## config.mk

```make
export PLATFORM = sky130hd
export DESIGN_NAME = fifo_wm
export DESIGN_NICKNAME = d
export VERILOG_FILES = /design/src/rtl/fifo_wm_pkg.sv /design/src/rtl/fifo_wm_ptr.sv /design/src/rtl/fifo_wm.sv
export SDC_FILE = /design/constraint.sdc
export NUM_CORES = 1
export LEC_CHECK = 0
export BUFFER_PORTS_ARGS = -buffer_cell sky130_fd_sc_hd__clkbuf_2
export CORE_AREA = 2 2 94 96
export CTS_CLUSTER_SIZE = 10
export DETAILED_ROUTE_END_ITERATION = 10
export DIE_AREA = 0 0 96 98
export MAX_ROUTING_LAYER = met4
export PLACE_DENSITY = 0.75
export SETUP_SLACK_MARGIN = 0.15
export SLEW_MARGIN = 0
export SYNTH_ARGS = -nofsm -noshare
export SYNTH_HDL_FRONTEND = slang
export SYNTH_SLANG_ARGS = --single-unit
export TNS_END_PERCENT = 100
```

## constraint.sdc

```tcl
create_clock -name i_clk -period 3.6 [get_ports i_clk]
set_input_delay 0.72 -clock i_clk [delete_from_list [all_inputs] [get_ports i_clk]]
set_output_delay 0.72 -clock i_clk [all_outputs]
set_load 0.02 [all_outputs]
```

## src/rtl/fifo_wm_pkg.sv

```systemverilog
// Shared sizing helpers for the watermark FIFO (fifo_wm) and its pointer sub-module.
package fifo_wm_pkg;

  function automatic int cntW(input int depth);
    return $clog2(depth + 1);
  endfunction

  // Never return zero so that a pointer always has at least one index bit.
  function automatic int ptrW(input int depth);
    return (depth <= 2) ? 1 : $clog2(depth);
  endfunction

endpackage

```

## src/rtl/fifo_wm_ptr.sv

```systemverilog
// Wrap-bit FIFO pointer: index bits count 0..DEPTH-1, MSb toggles on each wrap,
// which also makes non-power-of-2 depths work.
module fifo_wm_ptr
  import fifo_wm_pkg::*;
#(
  parameter  int DEPTH = 8,
  localparam int PTR_W = ptrW(DEPTH)
) (
  input  logic             i_clk,
  input  logic             i_rst,
  input  logic             i_cg,
  input  logic             i_clr,
  input  logic             i_inc,
  output logic [PTR_W:0]   o_ptr
);

  localparam logic [PTR_W-1:0] MAX_IDX = PTR_W'(DEPTH - 1);

  logic [PTR_W:0] ptr_q;
  logic [PTR_W:0] ptr_d;

  always_comb begin
    ptr_d = ptr_q;
    if (i_clr) begin
      ptr_d = '0;
    end else if (i_inc) begin
      if (ptr_q[PTR_W-1:0] == MAX_IDX) begin
        ptr_d = {~ptr_q[PTR_W], {PTR_W{1'b0}}};
      end else begin
        ptr_d = ptr_q + {{PTR_W{1'b0}}, 1'b1};
      end
    end
  end

  always_ff @(posedge i_clk) begin
    if (i_rst) begin
      ptr_q <= '0;
    end else if (i_cg) begin
      ptr_q <= ptr_d;
    end
  end

  assign o_ptr = ptr_q;

endmodule

```

## src/rtl/fifo_wm.sv

```systemverilog
// Synchronous FIFO with runtime almost-full/empty watermarks and sticky error flags.
// Optional high-water register enabled by defining FIFO_WM_HIGHWATER_EN.
module fifo_wm
  import fifo_wm_pkg::*;
#(
  parameter  int WIDTH         = 8,
  parameter  int DEPTH         = 8,
  parameter  int FLOPS_NOT_MEM = 0,
  localparam int CNT_W         = cntW(DEPTH),
  localparam int PTR_W         = ptrW(DEPTH)
) (
  input  logic                   i_clk,
  input  logic                   i_rst,
  input  logic                   i_cg,
  input  logic                   i_flush,
  input  logic                   i_clrErr,
  input  logic [CNT_W-1:0]       i_afThresh,
  input  logic [CNT_W-1:0]       i_aeThresh,
  input  logic [WIDTH-1:0]       i_data,
  input  logic                   i_valid,
  output logic                   o_ready,
  output logic [WIDTH-1:0]       o_data,
  output logic                   o_valid,
  input  logic                   i_ready,
  output logic [CNT_W-1:0]       o_nEntries,
  output logic                   o_almostFull,
  output logic                   o_almostEmpty,
  output logic                   o_overflow,
  output logic                   o_underflow,
  output logic [CNT_W-1:0]       o_highWater,
  output logic [DEPTH*WIDTH-1:0] o_entries
);

  // Handshake: a word moves on a cycle where valid and ready are both high
  // (push: i_valid && o_ready, pop: o_valid && i_ready) with i_cg high and no
  // flush; valid never waits on ready, and a request facing a low partner is
  // not a transfer, it raises the matching sticky error flag instead.

  logic [PTR_W:0]   wptr;
  logic [PTR_W:0]   rptr;
  logic             full;
  logic             empty;
  logic             push;
  logic             pop;

  logic [CNT_W-1:0] cnt_q, cnt_d;
  logic             ovf_q, ovf_d;
  logic             unf_q, unf_d;
  logic [WIDTH-1:0] mem_q [DEPTH];

  assign empty   = (wptr == rptr);
  assign full    = (wptr[PTR_W] != rptr[PTR_W]) &&
                   (wptr[PTR_W-1:0] == rptr[PTR_W-1:0]);
  assign o_ready = ~full;
  assign o_valid = ~empty;
  assign push    = i_valid & o_ready & ~i_flush;
  assign pop     = i_ready & o_valid & ~i_flush;

  fifo_wm_ptr #(.DEPTH(DEPTH)) u_wptr (
    .i_clk (i_clk),
    .i_rst (i_rst),
    .i_cg  (i_cg),
    .i_clr (i_flush),
    .i_inc (push),
    .o_ptr (wptr)
  );

  fifo_wm_ptr #(.DEPTH(DEPTH)) u_rptr (
    .i_clk (i_clk),
    .i_rst (i_rst),
    .i_cg  (i_cg),
    .i_clr (i_flush),
    .i_inc (pop),
    .o_ptr (rptr)
  );

  // Error flags: a new event in the same cycle as a clear keeps the flag set.
  always_comb begin
    cnt_d = cnt_q;
    if (i_flush) begin
      cnt_d = '0;
    end else if (push && !pop) begin
      cnt_d = cnt_q + CNT_W'(1);
    end else if (pop && !push) begin
      cnt_d = cnt_q - CNT_W'(1);
    end
    ovf_d = (i_valid & ~o_ready) | (ovf_q & ~(i_clrErr | i_flush));
    unf_d = (i_ready & ~o_valid) | (unf_q & ~(i_clrErr | i_flush));
  end

  always_ff @(posedge i_clk) begin
    if (i_rst) begin
      cnt_q <= '0;
      ovf_q <= 1'b0;
      unf_q <= 1'b0;
    end else if (i_cg) begin
      cnt_q <= cnt_d;
      ovf_q <= ovf_d;
      unf_q <= unf_d;
    end
  end

  always_ff @(posedge i_clk) begin
    if (!i_rst && i_cg && push) begin
      mem_q[wptr[PTR_W-1:0]] <= i_data;
    end
  end

  assign o_data        = mem_q[rptr[PTR_W-1:0]];
  assign o_nEntries    = cnt_q;
  assign o_almostFull  = (cnt_q >= i_afThresh);
  assign o_almostEmpty = (cnt_q <= i_aeThresh);
  assign o_overflow    = ovf_q;
  assign o_underflow   = unf_q;

  generate
    if (FLOPS_NOT_MEM != 0) begin : g_entries
      for (genvar gi = 0; gi < DEPTH; gi++) begin : g_slot
        assign o_entries[gi*WIDTH +: WIDTH] = mem_q[gi];
      end
    end else begin : g_no_entries
      assign o_entries = '0;
    end
  endgenerate

`ifdef FIFO_WM_HIGHWATER_EN
  logic [CNT_W-1:0] hw_q, hw_d;

  always_comb begin
    hw_d = (cnt_q > hw_q) ? cnt_q : hw_q;
    if (i_flush || i_clrErr) begin
      hw_d = '0;
    end
  end

  always_ff @(posedge i_clk) begin
    if (i_rst) begin
      hw_q <= '0;
    end else if (i_cg) begin
      hw_q <= hw_d;
    end
  end

  assign o_highWater = hw_q;
`else
  assign o_highWater = '0;
`endif

endmodule

```

==> run_summary.xml, run 1 <==
<?xml version="1.0" encoding="UTF-8"?>
<metrics>
  <group name="finish">
    <metric name="drive_above_1_share" unit="%">26.1</metric>
    <metric name="final-instance-count-excl-fill" unit="">472</metric>
    <metric name="layout_common_cells" unit="">68 x sky130_fd_sc_hd__conb_1, 64 x sky130_fd_sc_hd__edfxtp_1, 40 x sky130_fd_sc_hd__clkbuf_2</metric>
    <metric name="layout.cells.most_common" unit="">sky130_fd_sc_hd__conb_1</metric>
    <metric name="design.final.nets" unit="">397</metric>
    <metric name="total_inserted_antenna_cells" unit="">0</metric>
    <metric name="final_util" unit="%">52.3</metric>
    <metric name="syn2layout_area_growth" unit="%">7.11</metric>
    <metric name="n_fill_cell" unit="">724</metric>
  </group>
  <group name="job">
    <metric name="cap_violations" unit="">0</metric>
  </group>
  <group name="synth">
    <metric name="synth_sequential_area_ratio" unit="%">54.7</metric>
    <metric name="syn-mean-instance-area" unit="um2">13.3</metric>
    <metric name="synth_flop_cell" unit="">sky130_fd_sc_hd__edfxtp_1</metric>
    <metric name="synth-edff-count" unit="">64</metric>
    <metric name="count_of_different_cell_masters_after_synthesis" unit="">41</metric>
    <metric name="synth_top_cells_by_area" unit="">sky130_fd_sc_hd__edfxtp_1 46%, sky130_fd_sc_hd__buf_4 13%, sky130_fd_sc_hd__mux4_2 8.7%</metric>
    <metric name="synth.largest_area_cell" unit="">sky130_fd_sc_hd__edfxtp_1</metric>
    <metric name="ys_async_sr_fraction" unit="%">0</metric>
    <metric name="synth_top_area_share" unit="%">46.5</metric>
    <metric name="post_synth_inst_count" unit="">310</metric>
    <metric name="syn-cell-area" unit="um2">4130</metric>
    <metric name="synth_seq_cells" unit="">81</metric>
    <metric name="yosysWarningCount" unit="">0</metric>
  </group>
  <group name="timing">
    <metric name="finalHoldViolCount" unit="">0</metric>
    <metric name="fin_worst_skew" unit="ns">0.00882</metric>
    <metric name="rsz_0062_raised_after_global_routing" unit="">no</metric>
    <metric name="final.setup.tns" unit="ns">0</metric>
    <metric name="min_period_over_period" unit="%">84.3</metric>
    <metric name="period_needed" unit="ns">3.04</metric>
    <metric name="setup_violations" unit="">0</metric>
    <metric name="slew_worst_pin" unit="ns">0.796</metric>
    <metric name="worst_slew_margin_rel" unit="%">46.8</metric>
    <metric name="fmax" unit="MHz">329</metric>
    <metric name="maxSlewViolCount" unit="">0</metric>
  </group>
  <group name="power_and_ir_drop">
    <metric name="power_per_cell_area" unit="nW/um2">427</metric>
    <metric name="total_power" unit="mW">1.89</metric>
    <metric name="p_leak" unit="nW">1.75</metric>
    <metric name="ir_drop" unit="mV">0.272</metric>
  </group>
  <group name="hold_path">
    <metric name="worstHoldPathType" unit="">flop to flop</metric>
  </group>
  <group name="worst_setup_path">
    <metric name="timing.critical_path.from_type" unit="">flop</metric>
    <metric name="setup.worst_path.end_class" unit="">flop</metric>
    <metric name="worstPathRequired" unit="ns">3.87</metric>
    <metric name="worstPathMaxFanout" unit="">9</metric>
    <metric name="crit_arrival" unit="ns">3.31</metric>
    <metric name="criticalPathCategory" unit="">flop to flop</metric>
  </group>
  <group name="global_routing">
    <metric name="grt_first_pass_wirelength" unit="um">10700</metric>
    <metric name="via_count_of_the_first_global_routing_pass" unit="">2209</metric>
    <metric name="grt_overflow" unit="">0</metric>
    <metric name="grt_usage" unit="%">15.6</metric>
    <metric name="number_of_antenna_violations_at_the_first_check_in_global_routing" unit="">0</metric>
    <metric name="maximum_number_of_pins_on_one_net_before_global_route_repair" unit="">17</metric>
  </group>
  <group name="clock_tree">
    <metric name="max-clock-path-buffers" unit="">2</metric>
    <metric name="holdBufCountCts" unit="">0</metric>
    <metric name="postCtsSetupRepairBufs" unit="">0</metric>
    <metric name="cts_inserted_buffers" unit="">9</metric>
    <metric name="tritoncts" unit="">built</metric>
    <metric name="cts.sink_count" unit="">81</metric>
    <metric name="clkLatencyLatePin" unit="ns">0.34</metric>
    <metric name="ctsResizeCount" unit="">0</metric>
    <metric name="clockRootBuffer" unit="">sky130_fd_sc_hd__clkbuf_8</metric>
    <metric name="cts_max_level" unit="">3</metric>
    <metric name="clk_pin_slew" unit="ns">0.08</metric>
  </group>
  <group name="floorplan">
    <metric name="height_of_the_die" unit="um">98</metric>
    <metric name="row_count" unit="">34</metric>
    <metric name="top_level_ports" unit="">109</metric>
    <metric name="fp.dieArea" unit="um2">9410</metric>
    <metric name="floorplan.initialDensity" unit="%">48.8</metric>
    <metric name="die_x" unit="um">96</metric>
    <metric name="placeableCoreArea" unit="um2">8470</metric>
  </group>
  <group name="placed_design">
    <metric name="place.detailed.instances" unit="">456</metric>
    <metric name="routabilityCongestion" unit="">0.914</metric>
    <metric name="place.port_buffers" unit="">40</metric>
    <metric name="hpwlAfterDp" unit="um">4770</metric>
  </group>
  <group name="route">
    <metric name="viasPerCell" unit="">4.84</metric>
    <metric name="route.vias.total" unit="">2285</metric>
    <metric name="drt_pass1_iterations" unit="">4</metric>
    <metric name="drt_wl_total" unit="um">6740</metric>
    <metric name="post-route-drc-count" unit="">0</metric>
    <metric name="routed_wire_length_per_instance" unit="um">14.3</metric>
    <metric name="drt_iter0_markers" unit="">120</metric>
    <metric name="postRouteAntennaNets" unit="">0</metric>
  </group>
  <group name="run_status">
    <metric name="outcome" unit="">completed</metric>
  </group>
</metrics>
[through the flow]
stage / cell area [um2] / hold slack [ns] / setup WS, ns
2_1_floorplan: 4390 / 0.504 / 0.972
3_3_place_gp: 4230 / 0.474 / 0.786
3_5_place_dp: 4230 / 0.484 / 0.630
4_1_cts: 4430 / 0.496 / 0.604
5_1_grt: 4430 / 0.536 / 0.253
6_report: 4430 / 0.500 / 0.565
[cell type report]
| class | count | area (um2) | share of cell area [%] |
|---|---|---|---|
| inverter | 15 | 56.3 | 1.27 |
| tap | 108 | 135 | 3.05 |
| timing repair buffer | 49 | 268 | 6.05 |
| clock buffer | 10 | 128 | 2.88 |
| sequential | 81 | 2260 | 51.1 |
| multi-input combinational | 203 | 1510 | 34.2 |
| clock inverter | 6 | 66.3 | 1.50 |
[state kept, by name, summed over array words and instances, names as in the netlist, named ones only]
register,cells
o_overflow,1
mem_q,64
o_nEntries,4
u_rptr.o_ptr,4
o_underflow,1
u_wptr.o_ptr,4
[synthesized netlist by cell type (all sizes together) (2+ instances only)]
master and n:
a21oi 10, a31oi 4, a32oi 3, buf 73, clkbuf 5, dfxtp 17, edfxtp 64, ha 14
inv 15, mux2 8, mux2i 2, mux4 16, nand2 12, nand2b 8, nand4 4, nor2 16
nor2b 2, nor3 4, nor4 3, o21ai 7, or3 2, or4 4, xnor2 2, xor2 5
[layer usage]
layer	GRT usage, %	part of all wire (%)	vias up
met3	4.94	4.6	7
met4	4.84	1.6	0
met5	-	0	-
li1	-	-	1091
met2	24.2	50	72
met1	19.5	43	1115
[report_power, final]
group	internal, mW	switching [mW]	leakage, nW
Sequential	1.01	0.0105	0.714
Clock	0.323	0.319	0.101
Combinational	0.0680	0.153	0.937
Total	1.41	0.483	1.75
[logic make-up after synthesis]
| group | count (synthesis) | synth area share (%) |
|---|---|---|
| buffers and inverters | 93 | 14.8 |
| xor gates and xnor gates | 7 | 2.03 |
| muxes | 26 | 11.4 |
| other | 1 | 0.0907 |
| DFF | 81 | 54.7 |
| and+or+nand+nor | 57 | 7.35 |
| adders and majority gates | 15 | 4.72 |
| AOI/OAI and AO/OA | 30 | 4.93 |
[path summary, 6_finish.rpt]
| check | from | endpoint | slack, ns | cells after the start |
|---|---|---|---|---|
| setup / recovery | u_wptr.o_ptr[2] | o_nEntries[3] | 0.56 | 9 |
| hold / removal | o_overflow | o_overflow | 0.50 | 2 |
| setup reg to reg | u_wptr.o_ptr[2] | o_nEntries[3] | 0.56 | 9 |
| hold reg to reg | o_overflow | o_overflow | 0.50 | 2 |
[critical path, stage by stage (launching register included)]
cell and delay (ns):
sky130_fd_sc_hd__dfxtp_1 0.51, sky130_fd_sc_hd__xor2_2 0.18, sky130_fd_sc_hd__nor4_1 0.60, sky130_fd_sc_hd__a32oi_2 0.27, sky130_fd_sc_hd__ha_1 0.33, sky130_fd_sc_hd__a21o_1 0.18, sky130_fd_sc_hd__a21oi_1 0.26, sky130_fd_sc_hd__nor2_1 0.08
sky130_fd_sc_hd__or4_1 0.40, sky130_fd_sc_hd__a31oi_1 0.16
(Power assumes the default switching activity.)
==> run 2: changes to the inputs <==
==> constraint.sdc (replaced) <==
create_clock -name i_clk -period 3.1 [get_ports i_clk]
set_input_delay 0.62 -clock i_clk [delete_from_list [all_inputs] [get_ports i_clk]]
set_output_delay 0.62 -clock i_clk [all_outputs]
set_load 0.02 [all_outputs]
==> run 2 against run 1 <==
Final area is 0.96% higher. Via count is 0.35% higher. Worst setup slack worse by 0.21 ns. Power is 13% higher. Clock skew is 0.0015 ns higher. Sequential share of layout area is 0.40 points lower. First-iteration DRC count is 5.0% higher. Combinational power is 19% higher. Sequential cell count stayed put. Register-to-register slack worse by 0.21 ns. Cell count is 1.1% higher. Highest routed layer unchanged.
==> run_summary.xml, run 2 (same netlist as run 1, synthesis figures left out) <==
<?xml version="1.0" encoding="UTF-8"?>
<metrics>
  <group name="global_routing">
    <metric name="grt_first_pass_wirelength" unit="um">10900</metric>
    <metric name="number_of_antenna_violations_at_the_first_check_in_global_routing" unit="">0</metric>
    <metric name="maximum_number_of_pins_on_one_net_before_global_route_repair" unit="">17</metric>
    <metric name="grt_overflow" unit="">0</metric>
    <metric name="grt_usage" unit="%">16.0</metric>
    <metric name="via_count_of_the_first_global_routing_pass" unit="">2129</metric>
  </group>
  <group name="timing">
    <metric name="period_needed" unit="ns">2.75</metric>
    <metric name="rsz_0062_raised_after_global_routing" unit="">no</metric>
    <metric name="slew_worst_pin" unit="ns">0.513</metric>
    <metric name="setup_violations" unit="">0</metric>
    <metric name="final_hold_slack" unit="ns">0.499</metric>
    <metric name="fmax" unit="MHz">364</metric>
    <metric name="worst_slew_margin_rel" unit="%">65.4</metric>
    <metric name="min_period_over_period" unit="%">88.6</metric>
    <metric name="maxSlewViolCount" unit="">0</metric>
    <metric name="final.setup.tns" unit="ns">0</metric>
    <metric name="finalHoldViolCount" unit="">0</metric>
    <metric name="fin_worst_skew" unit="ns">0.0103</metric>
  </group>
  <group name="worst_setup_path">
    <metric name="worstPathMaxFanout" unit="">5</metric>
    <metric name="timing.critical_path.from" unit="">u_rptr.o_ptr[0]</metric>
    <metric name="timing.critical_path.to" unit="">o_nEntries[3]</metric>
    <metric name="crit_path_max_incr_delay" unit="ns">0.43</metric>
    <metric name="worstReg2RegEnd" unit="">o_nEntries[3]</metric>
    <metric name="criticalPathCategory" unit="">flop to flop</metric>
    <metric name="setup.worst_path.end_class" unit="">flop</metric>
    <metric name="r2r-start" unit="">u_rptr.o_ptr[0]</metric>
    <metric name="timing.critical_path.cells" unit="">xor2_2 &gt; or3_4 &gt; a32oi_2 &gt; ha_1 &gt; a21o_1 &gt; a21oi_2 &gt; nor2_1 &gt; or4_1 &gt; a31oi_1</metric>
    <metric name="reg2reg_slack" unit="ns">0.35</metric>
    <metric name="crit_arrival" unit="ns">3.02</metric>
    <metric name="worstRegToRegCells" unit="">9</metric>
    <metric name="worstPathRequired" unit="ns">3.37</metric>
    <metric name="timing.critical_path.from_type" unit="">flop</metric>
    <metric name="timing.critical_path.slowest_stage_cell" unit="">sky130_fd_sc_hd__dfxtp_1</metric>
  </group>
  <group name="clock_tree">
    <metric name="cts_max_level" unit="">3</metric>
    <metric name="clockRootBuffer" unit="">sky130_fd_sc_hd__clkbuf_8</metric>
    <metric name="cts.sink_count" unit="">81</metric>
    <metric name="clkLatencyLatePin" unit="ns">0.35</metric>
    <metric name="cts_inserted_buffers" unit="">9</metric>
    <metric name="tritoncts" unit="">built</metric>
    <metric name="max-clock-path-buffers" unit="">2</metric>
    <metric name="postCtsSetupRepairBufs" unit="">0</metric>
    <metric name="holdBufCountCts" unit="">0</metric>
    <metric name="clk_pin_slew" unit="ns">0.08</metric>
  </group>
  <group name="floorplan">
    <metric name="floorplan.initialDensity" unit="%">48.8</metric>
    <metric name="row_count" unit="">34</metric>
    <metric name="top_level_ports" unit="">109</metric>
    <metric name="height_of_the_die" unit="um">98</metric>
    <metric name="fp.dieArea" unit="um2">9410</metric>
    <metric name="placeableCoreArea" unit="um2">8470</metric>
    <metric name="die_x" unit="um">96</metric>
  </group>
  <group name="route">
    <metric name="post-route-drc-count" unit="">0</metric>
    <metric name="drt_pass1_iterations" unit="">5</metric>
    <metric name="routed_wire_length_per_instance" unit="um">14.5</metric>
    <metric name="route.vias.total" unit="">2293</metric>
    <metric name="postRouteAntennaNets" unit="">0</metric>
    <metric name="viasPerCell" unit="">4.81</metric>
    <metric name="drt_wl_total" unit="um">6910</metric>
    <metric name="drt_iter0_markers" unit="">126</metric>
  </group>
  <group name="finish">
    <metric name="drive_above_1_share" unit="%">28.5</metric>
    <metric name="syn2layout_area_growth" unit="%">8.14</metric>
    <metric name="design.final.nets" unit="">402</metric>
    <metric name="layout.cells.most_common" unit="">sky130_fd_sc_hd__conb_1</metric>
    <metric name="total_inserted_antenna_cells" unit="">0</metric>
    <metric name="largest_reg_flops" unit="">64</metric>
    <metric name="n_fill_cell" unit="">689</metric>
    <metric name="layout_common_cells" unit="">68 x sky130_fd_sc_hd__conb_1, 64 x sky130_fd_sc_hd__edfxtp_1, 40 x sky130_fd_sc_hd__clkbuf_2</metric>
  </group>
  <group name="hold_path">
    <metric name="hold_path.startpoint" unit="">o_nEntries[0]</metric>
    <metric name="worstHoldPathType" unit="">flop to flop</metric>
  </group>
  <group name="placed_design">
    <metric name="hpwlAfterDp" unit="um">4910</metric>
    <metric name="routabilityCongestion" unit="">0.903</metric>
    <metric name="place.port_buffers" unit="">40</metric>
  </group>
  <group name="job">
    <metric name="cap_violations" unit="">0</metric>
  </group>
  <group name="power_and_ir_drop">
    <metric name="ir_drop" unit="mV">0.230</metric>
    <metric name="p_leak" unit="nW">1.77</metric>
    <metric name="power_per_cell_area" unit="nW/um2">477</metric>
  </group>
  <group name="run_status">
    <metric name="outcome" unit="">completed</metric>
  </group>
</metrics>
run 2: cell count changes in the layout (fill, tap and decap cells not counted), sizes merged:
| cell | before | now |
|---|---|---|
| clkinv | 4 | 2 |
| clkinvlp | 0 | 3 |
| clkbuf | 50 | 49 |
| bufinv | 1 | 0 |
| buf | 9 | 14 |
| inv | 16 | 17 |
run 2: area by class of cell:
class                   instances  area [um2]  area share (%)
clock buffers                   9         124            2.77
clock inverters                 7        52.6            1.18
inverters                      15        56.3            1.26
multi-input cells             203        1530            34.3
flip-flops and latches         81        2270            50.7
well taps                     108         135            3.02
repair buffers                 54         305            6.83
run 2: power breakdown:
group          internal [mW]  total, mW  switching (mW)
combinational         0.0821      0.264           0.182
sequential              1.18       1.19          0.0108
clock                  0.294      0.677           0.383
total                   1.56       2.13           0.576
run 2: worst max-delay path, delay by kind of cell, from the launching register on:
family                   cells  cell delay (ns)
flip-flops                   1             0.43
AND/OR/NAND/NOR              3             0.89
XOR/XNOR                     1             0.17
adder cells (fa/ha/maj)      1             0.30
AO/OA/AOI/OAI                4             0.88
run 2: worst min-delay path by stage:
stage                           end  cells after the start
finish                o_nEntries[0]                      2
global route          o_nEntries[0]                      2
CTS                   o_nEntries[0]                      2
detailed placement    o_nEntries[0]                      2
global placement         o_overflow                      2
floorplan           u_wptr.o_ptr[3]                      2
run 2: repair_timing:
action                                  in CTS  in global routing
endpoints found under the setup margin       1                  1
resized for setup                            1                  5
hold endpoints to repair                     0                  0
run 2: layer usage:
metal | routed length, um | up-vias | GRT usage (%)
met5 | 0 | - | -
li1 | - | 1110 | -
met4 | 59 | 0 | 3.96
met1 | 2880 | 1095 | 19.6
met2 | 3600 | 77 | 26.1
met3 | 374 | 11 | 4.55
run 2: per-stage QoR:
step,util (%),std cells,worst slack (ns),cell area (um2),power [mW]
finish,52.8,477,0.353,4470,2.13
global route,52.8,477,0.154,4470,2.22
CTS,52.6,477,0.228,4450,2.14
detailed placement,50.5,461,0.0921,4270,1.47
global placement,50.5,461,0.296,4270,1.47
floorplan,-,377,0.472,4390,1.48
==> run 3: changes to the inputs <==
--- a/config.mk
+++ b/config.mk
@@ -10,9 +10,9 @@
 export CTS_CLUSTER_SIZE = 10
 export DETAILED_ROUTE_END_ITERATION = 10
 export DIE_AREA = 0 0 96 98
-export MAX_ROUTING_LAYER = met4
 export PLACE_DENSITY = 0.75
 export SETUP_SLACK_MARGIN = 0.15
+export SKIP_CTS_REPAIR_TIMING = 1
 export SLEW_MARGIN = 0
 export SYNTH_ARGS = -nofsm -noshare
 export SYNTH_HDL_FRONTEND = slang
==> run 3 against run 2 <==
Sequential share of layout area stayed put. Clock power barely moved. Count of clock-buffer cells in the layout did not move. Combinational power is essentially flat. Sequential power is essentially flat. Die area unchanged. Register-to-register slack barely moved. Global-route usage shrank 0.46 points. Critical path depth stayed put. Non-clock buffer count is the same. Hold slack unchanged. Critical endpoint unchanged.
==> run_summary.xml, run 3 (same netlist as run 1, synthesis figures left out) <==
<?xml version="1.0" encoding="UTF-8"?>
<metrics>
  <group name="route">
    <metric name="postRouteAntennaNets" unit="">0</metric>
    <metric name="drt_pass1_iterations" unit="">5</metric>
    <metric name="drt_wl_total" unit="um">6920</metric>
    <metric name="route.vias.total" unit="">2288</metric>
    <metric name="post-route-drc-count" unit="">0</metric>
    <metric name="drt_iter0_markers" unit="">121</metric>
    <metric name="viasPerCell" unit="">4.80</metric>
    <metric name="routed_wire_length_per_instance" unit="um">14.5</metric>
  </group>
  <group name="timing">
    <metric name="fin_worst_skew" unit="ns">0.0104</metric>
    <metric name="worst_slew_margin_rel" unit="%">65.4</metric>
    <metric name="rsz_0062_raised_after_global_routing" unit="">no</metric>
    <metric name="fmax" unit="MHz">364</metric>
    <metric name="finalHoldViolCount" unit="">0</metric>
    <metric name="setup_violations" unit="">0</metric>
    <metric name="final.setup.tns" unit="ns">0</metric>
    <metric name="slew_worst_pin" unit="ns">0.513</metric>
    <metric name="maxSlewViolCount" unit="">0</metric>
    <metric name="min_period_over_period" unit="%">88.6</metric>
    <metric name="period_needed" unit="ns">2.75</metric>
  </group>
  <group name="worst_setup_path">
    <metric name="timing.critical_path.from" unit="">u_rptr.o_ptr[0]</metric>
    <metric name="worstRegToRegCells" unit="">9</metric>
    <metric name="worstReg2RegEnd" unit="">o_nEntries[3]</metric>
    <metric name="worstPathRequired" unit="ns">3.37</metric>
    <metric name="criticalPathCategory" unit="">flop to flop</metric>
    <metric name="reg2reg_slack" unit="ns">0.35</metric>
    <metric name="crit_arrival" unit="ns">3.02</metric>
    <metric name="setup.worst_path.end_class" unit="">flop</metric>
    <metric name="r2r-start" unit="">u_rptr.o_ptr[0]</metric>
    <metric name="worstPathMaxFanout" unit="">5</metric>
    <metric name="timing.critical_path.from_type" unit="">flop</metric>
  </group>
  <group name="global_routing">
    <metric name="number_of_antenna_violations_at_the_first_check_in_global_routing" unit="">0</metric>
    <metric name="grt_first_pass_wirelength" unit="um">10900</metric>
    <metric name="grt_usage" unit="%">15.6</metric>
    <metric name="maximum_number_of_pins_on_one_net_before_global_route_repair" unit="">17</metric>
    <metric name="via_count_of_the_first_global_routing_pass" unit="">2127</metric>
    <metric name="grt_overflow" unit="">0</metric>
  </group>
  <group name="placed_design">
    <metric name="hpwlAfterDp" unit="um">4910</metric>
    <metric name="place.detailed.instances" unit="">461</metric>
    <metric name="routabilityCongestion" unit="">0.888</metric>
    <metric name="place.port_buffers" unit="">40</metric>
  </group>
  <group name="power_and_ir_drop">
    <metric name="power_per_cell_area" unit="nW/um2">477</metric>
    <metric name="ir_drop" unit="mV">0.230</metric>
    <metric name="p_leak" unit="nW">1.77</metric>
  </group>
  <group name="finish">
    <metric name="final-instance-count-excl-fill" unit="">477</metric>
    <metric name="total_inserted_antenna_cells" unit="">0</metric>
    <metric name="design.final.nets" unit="">402</metric>
    <metric name="drive_above_1_share" unit="%">28.5</metric>
    <metric name="n_fill_cell" unit="">689</metric>
    <metric name="syn2layout_area_growth" unit="%">8.14</metric>
    <metric name="layout.cells.most_common" unit="">sky130_fd_sc_hd__conb_1</metric>
    <metric name="largest_reg_flops" unit="">64</metric>
    <metric name="layout_common_cells" unit="">68 x sky130_fd_sc_hd__conb_1, 64 x sky130_fd_sc_hd__edfxtp_1, 40 x sky130_fd_sc_hd__clkbuf_2</metric>
    <metric name="area_occupied_by_multi_input_gates" unit="um2">1530</metric>
    <metric name="ff_latch_area" unit="um2">2270</metric>
  </group>
  <group name="floorplan">
    <metric name="fp.dieArea" unit="um2">9410</metric>
    <metric name="top_level_ports" unit="">109</metric>
    <metric name="row_count" unit="">34</metric>
    <metric name="die_x" unit="um">96</metric>
    <metric name="height_of_the_die" unit="um">98</metric>
    <metric name="floorplan.initialDensity" unit="%">48.8</metric>
    <metric name="placeableCoreArea" unit="um2">8470</metric>
  </group>
  <group name="hold_path">
    <metric name="hold-path-cell-count" unit="">2</metric>
    <metric name="hold-path-endpoint" unit="">o_nEntries[0]</metric>
    <metric name="worstHoldPathType" unit="">flop to flop</metric>
    <metric name="hold_path.startpoint" unit="">o_nEntries[0]</metric>
  </group>
  <group name="run_status">
    <metric name="outcome" unit="">completed</metric>
  </group>
  <group name="clock_tree">
    <metric name="clkLatencyLatePin" unit="ns">0.35</metric>
    <metric name="cts.sink_count" unit="">81</metric>
    <metric name="clk_pin_slew" unit="ns">0.08</metric>
    <metric name="cts_max_level" unit="">3</metric>
    <metric name="max-clock-path-buffers" unit="">2</metric>
    <metric name="tritoncts" unit="">built</metric>
    <metric name="cts_inserted_buffers" unit="">9</metric>
    <metric name="clockRootBuffer" unit="">sky130_fd_sc_hd__clkbuf_8</metric>
  </group>
  <group name="job">
    <metric name="cap_violations" unit="">0</metric>
  </group>
</metrics>
run 3: cell counts in the layout (fill, tap and decap cells not counted):
No cell type changed its count.
run 3: how the worst max path moves through the flow:
stage | to | cells past startpoint
after floorplan | o_nEntries[3] | 10
after global placement | o_nEntries[3] | 9
after detailed placement | o_nEntries[3] | 9
after CTS | o_nEntries[3] | 9
after global routing | o_nEntries[3] | 9
final | o_nEntries[3] | 9
run 3: report_power, final:
part           leakage (nW)  internal (mW)  switching (mW)
Clock                0.0799          0.294           0.384
Combinational         0.971         0.0821           0.182
Sequential            0.715           1.18          0.0108
run 3: final cells by class:
class / instances / area share (%)
clock inverters: 7 / 1.18
repair buffers: 54 / 6.83
multi-input cells: 203 / 34.3
inverters: 15 / 1.26
clock buffers: 9 / 2.77
well taps: 108 / 3.02
flip-flops and latches: 81 / 50.7
run 3: critical path, stage by stage (launching register included):
cell,delay (ns)
sky130_fd_sc_hd__dfxtp_1,0.43
sky130_fd_sc_hd__xor2_2,0.17
sky130_fd_sc_hd__or3_4,0.43
sky130_fd_sc_hd__a32oi_2,0.30
sky130_fd_sc_hd__ha_1,0.30
sky130_fd_sc_hd__a21o_1,0.20
sky130_fd_sc_hd__a21oi_2,0.21
sky130_fd_sc_hd__nor2_1,0.06
sky130_fd_sc_hd__or4_1,0.40
sky130_fd_sc_hd__a31oi_1,0.17
run 3: through the flow:
step	cell area (um2)	hold WS [ns]	total power, mW	utilization (%)	setup WS, ns
3_5_place_dp	4270	0.488	1.47	50.5	0.0921
2_1_floorplan	4390	0.504	1.48	-	0.472
3_3_place_gp	4270	0.472	1.47	50.5	0.296
4_1_cts	4450	0.500	2.14	52.5	0.0818
6_report	4470	0.499	2.13	52.8	0.353
5_1_grt	4470	0.522	2.22	52.8	0.154
run 3: routing by layer:
layer | wire (um) | up-vias | part of all wire, % | GRT usage, %
li1 | - | 1110 | - | -
met1 | 2880 | 1095 | 42 | 19.6
met2 | 3590 | 76 | 52 | 26.1
met3 | 369 | 7 | 5.3 | 4.55
met4 | 73 | 0 | 1.1 | 3.96
met5 | 0 | - | 0 | 0
